--- src/rtl/pll_loop_ctrl.sv ---
// pll_loop_ctrl: closed-loop step controller for the NCO/phase-detector PLL.
// Integrates the detector's error code over fixed windows. After each window
// it writes a corrected, saturated phase step back to the PLL, using a coarse
// gain during acquisition and a fine gain while tracking or locked.
module pll_loop_ctrl #(
    parameter int                    PHASE_BITS    = 32,
    parameter logic [PHASE_BITS-2:0] INITIAL_STEP  = '0,
    parameter int                    WINDOW_LEN    = 16,
    parameter int                    ACQ_WINDOWS   = 8,
    parameter int                    ACQ_SHIFT     = 8,
    parameter int                    TRK_SHIFT     = 4,
    parameter logic [PHASE_BITS-2:0] STEP_MIN      = {{(PHASE_BITS-2){1'b0}}, 1'b1},
    parameter logic [PHASE_BITS-2:0] STEP_MAX      = '1,
    parameter int                    LOCK_THRESH   = 2,
    parameter int                    LOCK_COUNT    = 4,
    parameter int                    UNLOCK_THRESH = 8
) (
    input  logic                  i_clk,
    input  logic                  i_rst,
    input  logic                  i_en,
    input  logic [PHASE_BITS-2:0] i_nom_step,
    input  logic [1:0]            i_err,
    output logic [PHASE_BITS-2:0] o_step,
    output logic                  o_ld,
    output logic                  o_locked,
    output logic [2:0]            o_state
);

    localparam int STEP_W = PHASE_BITS - 1;
    localparam int WCW    = (WINDOW_LEN > 2) ? $clog2(WINDOW_LEN) : 1;
    localparam int NW     = $clog2(WINDOW_LEN) + 2;
    localparam int AW     = $clog2(ACQ_WINDOWS + 1);
    localparam int QW     = $clog2(LOCK_COUNT + 1);
    // Wide enough for step plus the largest shifted net without overflow.
    localparam int CW     = STEP_W + ACQ_SHIFT + $clog2(WINDOW_LEN) + 2;

    localparam logic signed [CW-1:0] MIN_EXT = $signed({{(CW-STEP_W){1'b0}}, STEP_MIN});
    localparam logic signed [CW-1:0] MAX_EXT = $signed({{(CW-STEP_W){1'b0}}, STEP_MAX});

    typedef enum logic [2:0] {
        IDLE    = 3'd0,
        LOAD    = 3'd1,
        ACQUIRE = 3'd2,
        TRACK   = 3'd3,
        LOCKED  = 3'd4,
        UPDATE  = 3'd5
    } state_t;

    state_t                   state_q, state_d;
    state_t                   ret_q, ret_d;      // mode that UPDATE returns to
    logic [WCW-1:0]           win_q, win_d;      // sample index within window
    logic signed [NW-1:0]     net_q, net_d;      // lag minus lead over window
    logic [AW-1:0]            acq_q, acq_d;      // completed acquisition windows
    logic [QW-1:0]            quiet_q, quiet_d;  // consecutive quiet windows
    logic [STEP_W-1:0]        step_q, step_d;
    logic                     ld_q, ld_d;
    logic                     locked_q, locked_d;

    logic signed [NW-1:0]     delta;
    logic signed [CW-1:0]     step_ext, net_ext, sum_c;
    logic [STEP_W-1:0]        sat_c;
    int                       net_abs;

    // Next-state, window integration and step update arithmetic.
    always_comb begin
        state_d  = state_q;
        ret_d    = ret_q;
        win_d    = win_q;
        net_d    = net_q;
        acq_d    = acq_q;
        quiet_d  = quiet_q;
        step_d   = step_q;
        ld_d     = 1'b0;
        locked_d = locked_q;

        // Error code decode: lag pulls the step up, lead pulls it down.
        case (i_err)
            2'b01:   delta = {{(NW-1){1'b0}}, 1'b1};
            2'b11:   delta = '1;
            default: delta = '0;
        endcase

        step_ext = $signed({{(CW-STEP_W){1'b0}}, step_q});
        net_ext  = CW'(net_q);
        sum_c    = step_ext + ((ret_q == ACQUIRE) ? (net_ext <<< ACQ_SHIFT)
                                                  : (net_ext <<< TRK_SHIFT));
        if (sum_c < MIN_EXT)
            sat_c = STEP_MIN;
        else if (sum_c > MAX_EXT)
            sat_c = STEP_MAX;
        else
            sat_c = sum_c[STEP_W-1:0];

        net_abs = net_q[NW-1] ? -int'(net_q) : int'(net_q);

        if (!i_en) begin
            // Disable wins over everything, including a finishing window.
            state_d  = IDLE;
            locked_d = 1'b0;
        end else begin
            case (state_q)
                IDLE: state_d = LOAD;
                LOAD: begin
                    step_d  = i_nom_step;
                    ld_d    = 1'b1;
                    state_d = ACQUIRE;
                    win_d   = '0;
                    net_d   = '0;
                    acq_d   = '0;
                    quiet_d = '0;
                end
                ACQUIRE, TRACK, LOCKED: begin
                    net_d = net_q + delta;
                    if (win_q == WCW'(WINDOW_LEN - 1)) begin
                        ret_d   = state_q;
                        state_d = UPDATE;
                    end else begin
                        win_d = win_q + 1'b1;
                    end
                end
                UPDATE: begin
                    step_d = sat_c;
                    ld_d   = 1'b1;
                    net_d  = '0;
                    win_d  = '0;
                    case (ret_q)
                        ACQUIRE: begin
                            acq_d = acq_q + 1'b1;
                            if (acq_d == AW'(ACQ_WINDOWS)) begin
                                state_d = TRACK;
                                quiet_d = '0;
                            end else begin
                                state_d = ACQUIRE;
                            end
                        end
                        TRACK: begin
                            quiet_d = (net_abs <= LOCK_THRESH) ? quiet_q + 1'b1 : '0;
                            if (quiet_d == QW'(LOCK_COUNT)) begin
                                state_d  = LOCKED;
                                locked_d = 1'b1;
                            end else begin
                                state_d = TRACK;
                            end
                        end
                        default: begin
                            if (net_abs > UNLOCK_THRESH) begin
                                state_d  = TRACK;
                                locked_d = 1'b0;
                                quiet_d  = '0;
                            end else begin
                                state_d = LOCKED;
                            end
                        end
                    endcase
                end
                default: state_d = IDLE;
            endcase
        end
    end

    // State and datapath registers; reset drops the load strobe at once.
    always_ff @(posedge i_clk or posedge i_rst) begin
        if (i_rst) begin
            state_q  <= IDLE;
            ret_q    <= ACQUIRE;
            win_q    <= '0;
            net_q    <= '0;
            acq_q    <= '0;
            quiet_q  <= '0;
            step_q   <= INITIAL_STEP;
            ld_q     <= 1'b0;
            locked_q <= 1'b0;
        end else begin
            state_q  <= state_d;
            ret_q    <= ret_d;
            win_q    <= win_d;
            net_q    <= net_d;
            acq_q    <= acq_d;
            quiet_q  <= quiet_d;
            step_q   <= step_d;
            ld_q     <= ld_d;
            locked_q <= locked_d;
        end
    end

    assign o_step   = step_q;
    assign o_ld     = ld_q;
    assign o_locked = locked_q;
    assign o_state  = state_q;

endmodule

--- config.mk ---
export PLATFORM = sky130hd
export DESIGN_NAME = pll_loop_ctrl
export DESIGN_NICKNAME = d
export VERILOG_FILES = /design/src/rtl/pll_loop_ctrl.sv
export SDC_FILE = /design/constraint.sdc
export NUM_CORES = 1
export LEC_CHECK = 0
export CELL_PAD_IN_SITES_DETAIL_PLACEMENT = 0
export CELL_PAD_IN_SITES_GLOBAL_PLACEMENT = 1
export CORE_MARGIN = 1
export CORE_UTILIZATION = 44
export DETAILED_ROUTE_END_ITERATION = 7
export GPL_ROUTABILITY_DRIVEN = 1
export HOLD_SLACK_MARGIN = 0.1
export PLACE_DENSITY_LB_ADDON = 0.05
export RECOVER_POWER = 25
export SYNTH_ARGS = -nofsm -noshare
export SYNTH_HDL_FRONTEND = slang
export SYNTH_SLANG_ARGS = --single-unit
export TNS_END_PERCENT = 1
--- constraint.sdc ---
create_clock -name i_clk -period 7.51 [get_ports i_clk]
set_input_delay 1.1265 -clock i_clk [delete_from_list [all_inputs] [get_ports i_clk]]
set_output_delay 1.1265 -clock i_clk [all_outputs]
set_load 0.02 [all_outputs]
### Yosys cells after proc, flatten, opt, wreduce, memory -nomap -nowiden

Cells that the tools add are included.

| word-level totals | value |
|---|---|
| flip-flop bits (word level) | 56 |
| word-level logic and storage cells | 82 |
| input port bits | 36 |

| operators by class | value |
|---|---|
| magnitude comparators | 4 |
| equal/unequal tests | 21 |
| $add $sub $neg | 6 |
| muxes and demuxes | 30 |
| reductions and logical operators | 12 |

Operators by type and width:

| kind | count |
|---|---|
| $mux W31 | 2 |
| $pmux W31 S2 | 1 |
| $add A32 B14 Y33 | 1 |
| $gt A33 B32 Y1 const B | 1 |
| $lt A33 B2 Y1 const B | 1 |
| $gt A32 B5 Y1 const B | 1 |
| $le A32 B3 Y1 const B | 1 |
| $mux W32 | 1 |
| $neg A6 Y32 | 1 |
| $pmux W6 S2 | 2 |
| $mux W3 | 7 |
| $pmux W3 S2 | 3 |
| $pmux W4 S2 | 2 |
| $mux W13 | 1 |
| $eq A3 B2 Y1 const B | 4 |
| $pmux W3 S4 | 1 |
| $eq A3 B3 Y1 const B | 3 |
| $ne A3 B3 Y1 const B | 3 |
| $reduce_and A3 Y1 | 3 |
| $add A4 B1 Y4 const B | 2 |
| $eq A4 B4 Y1 const B | 2 |
| $mux W4 | 2 |
| $reduce_and A4 Y1 | 2 |
| $mux W1 | 7 |
| other kinds (15) | 19 |

### Longest topological paths before layout

| logic depth | value |
|---|---|
| depth in word-level cells | 9 |
| depth in mapped cells | 18 |

### Worst setup path after synthesis

Ideal clock, no wire load.

| path | value |
|---|---|
| kind | register to register |
| from | register ret_q[1] |
| to | register step_q[1], in the netlist o_step[1] |
| arrival | 3.664 ns |
| path buffers | 1 |
| slack | 3.766 ns |
| stages on the path, launching flop included | 16 |
| library setup time | 0.079 ns |
| data required time | 7.431 ns |
| path through | dfstp_2 -> nand2b_1 -> nor2_1 -> nor2_1 -> a21o_1 -> ha_1 -> buf_6 -> a2111o_1 -> o211a_1 -> or4_4 -> o211ai_2 -> and2_0 -> and4_1 -> nand4_2 -> a31oi_4 -> a2bb2oi_1 |

| between the ends | value |
|---|---|
| word-level cells in the longest chain between the ends | 7 |
| elaborated cells on any way between the ends | 8 |

RTL lines:

| what | line | RTL |
|---|---|---|
| start, declared | 50 | `state_t ret_q, ret_d;` |
| start signal, assigned | 175 | `ret_q <= ret_d;` |
| $eq A3 B2 Y1 * | 85 | `sum_c = step_ext + ((ret_q == ACQUIRE) ? (net_ext <<< ACQ_SHIFT)` |
| $mux W13 * | 85 |  |
| $add A32 B14 Y33 * | 85 |  |
| $gt A33 B32 Y1 | 89 | `else if (sum_c > MAX_EXT)` |
| $mux W31 | 89 |  |
| $mux W31 * | 87 | `if (sum_c < MIN_EXT)` |
| $pmux W31 S2 * | 101 | `case (state_q)` |
| end signal, assigned | 180 | `step_q <= step_d;` |
| end, declared | 55 | `logic [STEP_W-1:0] step_q, step_d;` |

Every way passes the cells marked *; elsewhere a longest branch is shown, timed or not.
A chain may end at the register's enable or synchronous reset.

### Final worst setup path

| path | value |
|---|---|
| from | register ret_q[1] |
| to | register step_q[21], in the netlist o_step[21] |

The elaborated chain is that of the path after synthesis.

==> flow_summary.yaml <==
clock_tree:
  cts-root-buf: "clkbuf_16"
  cts.htree.levels: 2
  hold_buffers: 0
  cts_sinks: 56
  clock_path_buffers: 2
  clk_pin_slew_ns: 0.08
  cts-buffers-inserted: 5
  post-cts-setup-buffer-count: 0
  cts_tree: "done"
  worstSkewPairLatency_ns: 0.31
  cts-resized-gates: 0
grt:
  overflow: 0
  grt_pass1_wl_mm: 23.2
  grt_start_max_net_pins: 60
  grt_usage_pct: 25.4
  antenna_found_initial: 0
  grt_pass1_vias: 4683
sta:
  final-max-slew-violation-count: 57
  tightest_slew_ns: 3.17
  worst_slack_ns: 2.65
  fin_crit_sh_pct: 64.7
  tns_ns: 0
  fmax_mhz: 206
  rsz0062_at_grt: "false"
  min_period_ns: 4.86
  worst_slew_margin_rel_pct: -111
  hold_violations: 0
  setup_violations: 0
  fin_skew_ns: 0.00512
synth:
  yosysWarnings: 0
  synth_top_area_share_pct: 27.6
  synth.most_common_cell: "a21oi_1"
  syn_area_mm2: 0.00498
  synth.area.top_cells: "dfrtp_1, a21oi_1, ha_1"
  seq_area_frac_synth_pct: 28.2
  dominantRegCellSynth: "dfrtp_1"
  syn-num-nets: 711
  synth-edff-count: 0
  yosysTopAreaCell: "dfrtp_1"
  async_flop_share_pct: 100
  avgSynthCellArea_um2: 7.83
  synth_cells: 636
  synth_top_cells_by_count: "a21oi_1, nand2_1, o21ai_0"
  ys_types: 71
  synth_seq_cells: 56
worst_setup_path:
  criticalPathCategory: "register to register"
  critPathLaunchType: "register"
  crit_start: "ret_q[1]$_DFFE_PP1P_"
  end_kind: "register"
  cp_max_fo: 27
  arrival_ns: 5.03
  endpoint: "o_step[21]$_DFFE_PP0P_"
  worstReg2RegStart: "ret_q[1]$_DFFE_PP1P_"
  rr_worst_depth: 14
  worstPathRequired_ns: 7.68
  rr_endpoint: "o_step[21]$_DFFE_PP0P_"
  rrSetupSlack_ns: 2.65
layout:
  nFillCells: 1063
  insertedDiodeCount: 0
  multi_input_area_mm2: 0.00335
  ff_latch_area_mm2: 0.00140
  drive_gt1_share_pct: 3.92
  area_growth_pct: 18.7
  fin_nets: 763
power_and_ir_drop:
  p_leak_nw: 2.55
  ir_drop_mv: 0.156
  p_per_area_mw_per_mm2: 355
drt:
  dr.pass1.iters: 5
  wirelength_mm: 14.0
  post_drt_wl_per_cell_um: 16.9
  final_antenna_net_count: 0
  drt_iter0_markers: 240
  vias_per_cell: 5.79
  drc: 0
  via_count: 4804
placement:
  port_buffers: 71
  pre_cts_slack_ns: 2.66
  hpwl_mm: 10.8
  finalWeightedCongestion: 0.880
outcome:
  violations: "capacitance limit, slew limit"
  status: "finished, violations left"
min_path:
  hold_start: "ret_q[2]$_DFFE_PP0P_"
  hp-class: "register to register"
die:
  dieWidth_um: 108
  die-height_um: 108
  num_rows: 38
  core_mm2: 0.0109
  io_pins: 72
  start_util_pct: 45.5
  dieArea_mm2: 0.0117
run:
  cap_violations: 1
power breakdown:
| group | internal (mW) | total [mW] | leakage (nW) | switching (mW) |
|---|---|---|---|---|
| clock | 0.127 | 0.253 | 0.0719 | 0.126 |
| combinational | 0.564 | 1.37 | 1.76 | 0.808 |
| sequential | 0.379 | 0.470 | 0.714 | 0.0907 |
| total | 1.07 | 2.10 | 2.55 | 1.02 |
logic make-up after synthesis:
| logic type | Yosys count | synth area share, % |
|---|---|---|
| adder cells (fa/ha/maj) | 39 | 10.1 |
| flip-flops | 56 | 28.2 |
| AND/OR/NAND/NOR | 210 | 20.8 |
| AO/OA/AOI/OAI | 237 | 28.7 |
| XOR/XNOR | 34 | 5.98 |
| multiplexers | 8 | 1.71 |
| buffers and inverters | 52 | 4.55 |
final cells by class:
type                            instances  area share, %
Clock inverter                          3          0.466
Tap cell                              140           2.96
Sequential cell                        56           23.7
Timing Repair Buffer                   77           12.7
Multi-Input combinational cell        528           56.7
Clock buffer                            5           2.12
Inverter                               20           1.27
layer usage:
metal  wire length (µm)  up-vias  track usage (%)
met1               6240     2237             32.0
met2               6780      121             43.5
met4                365        0             8.40
met3                639       24             4.46
met5                  0        -                0
li1                   -     2422                -
registers in the layout, indices dropped and copies added (netlist names):
register  cells
acq_q         4
net_q         6
o_ld          1
o_locked      1
o_state       3
o_step       31
quiet_q       3
ret_q         3
win_q         4
worst min path at each step:
stage                             end  slack [ns]  cells past startpoint
2_1_floorplan    ret_q[2]$_DFFE_PP0P_        0.46                      2
3_3_place_gp     ret_q[2]$_DFFE_PP0P_        0.48                      2
3_5_place_dp     ret_q[2]$_DFFE_PP0P_        0.49                      2
4_1_cts          ret_q[2]$_DFFE_PP0P_        0.51                      2
5_1_grt        quiet_q[0]$_DFFE_PP0P_        0.52                      1
6_report         ret_q[2]$_DFFE_PP0P_        0.51                      2
layout by cell type (no fill, tap or decap), types with 4 or more instances in the layout:
| cell | instances |
|---|---|
| xor2_1 | 16 |
| clkdlybuf4s50_1 | 70 |
| nor3_1 | 15 |
| nand4_1 | 9 |
| dfrtp_1 | 55 |
| a21o_1 | 15 |
| nand2b_1 | 11 |
| nand3_1 | 14 |
| mux2_2 | 4 |
| o21ai_0 | 57 |
| and3_1 | 4 |
| nor4_1 | 4 |
| o21a_1 | 8 |
| ha_1 | 37 |
| a21oi_1 | 94 |
| inv_1 | 17 |
| mux2i_1 | 4 |
| nor2_1 | 40 |
| o21ai_1 | 9 |
| buf_4 | 5 |
| o211ai_1 | 9 |
| clkbuf_16 | 5 |
| xnor2_1 | 18 |
| and2_1 | 5 |
| nand2_1 | 80 |
| nor2b_1 | 7 |
| a31oi_1 | 8 |
metrics by stage:
stage / hold WS, ns / power, mW / cells / util, % / instance area (µm²)
2_1_floorplan: 0.463 / 1.45 / 636 / - / 4980
3_3_place_gp: 0.478 / 1.83 / 821 / 52.7 / 5760
3_5_place_dp: 0.491 / 1.84 / 821 / 52.7 / 5760
4_1_cts: 0.509 / 2.10 / 829 / 54.1 / 5910
5_1_grt: 0.522 / 2.28 / 829 / 54.0 / 5910
6_report: 0.507 / 2.10 / 829 / 54.0 / 5910
worst max-delay path: stages (launching register included):
cell	delay (ns)
dfstp_2	0.54
nand2b_1	0.09
nor2_1	0.46
nor2_1	0.16
a21o_1	0.19
ha_1	0.39
a2111o_1	0.48
o211ai_1	0.33
a21oi_1	0.17
o21a_1	0.23
o311ai_1	0.35
nand2b_1	0.92
a21oi_1	0.11
a21oi_1	0.17
o21ai_0	0.09
Note: power is estimated with default switching activity, not from simulation.
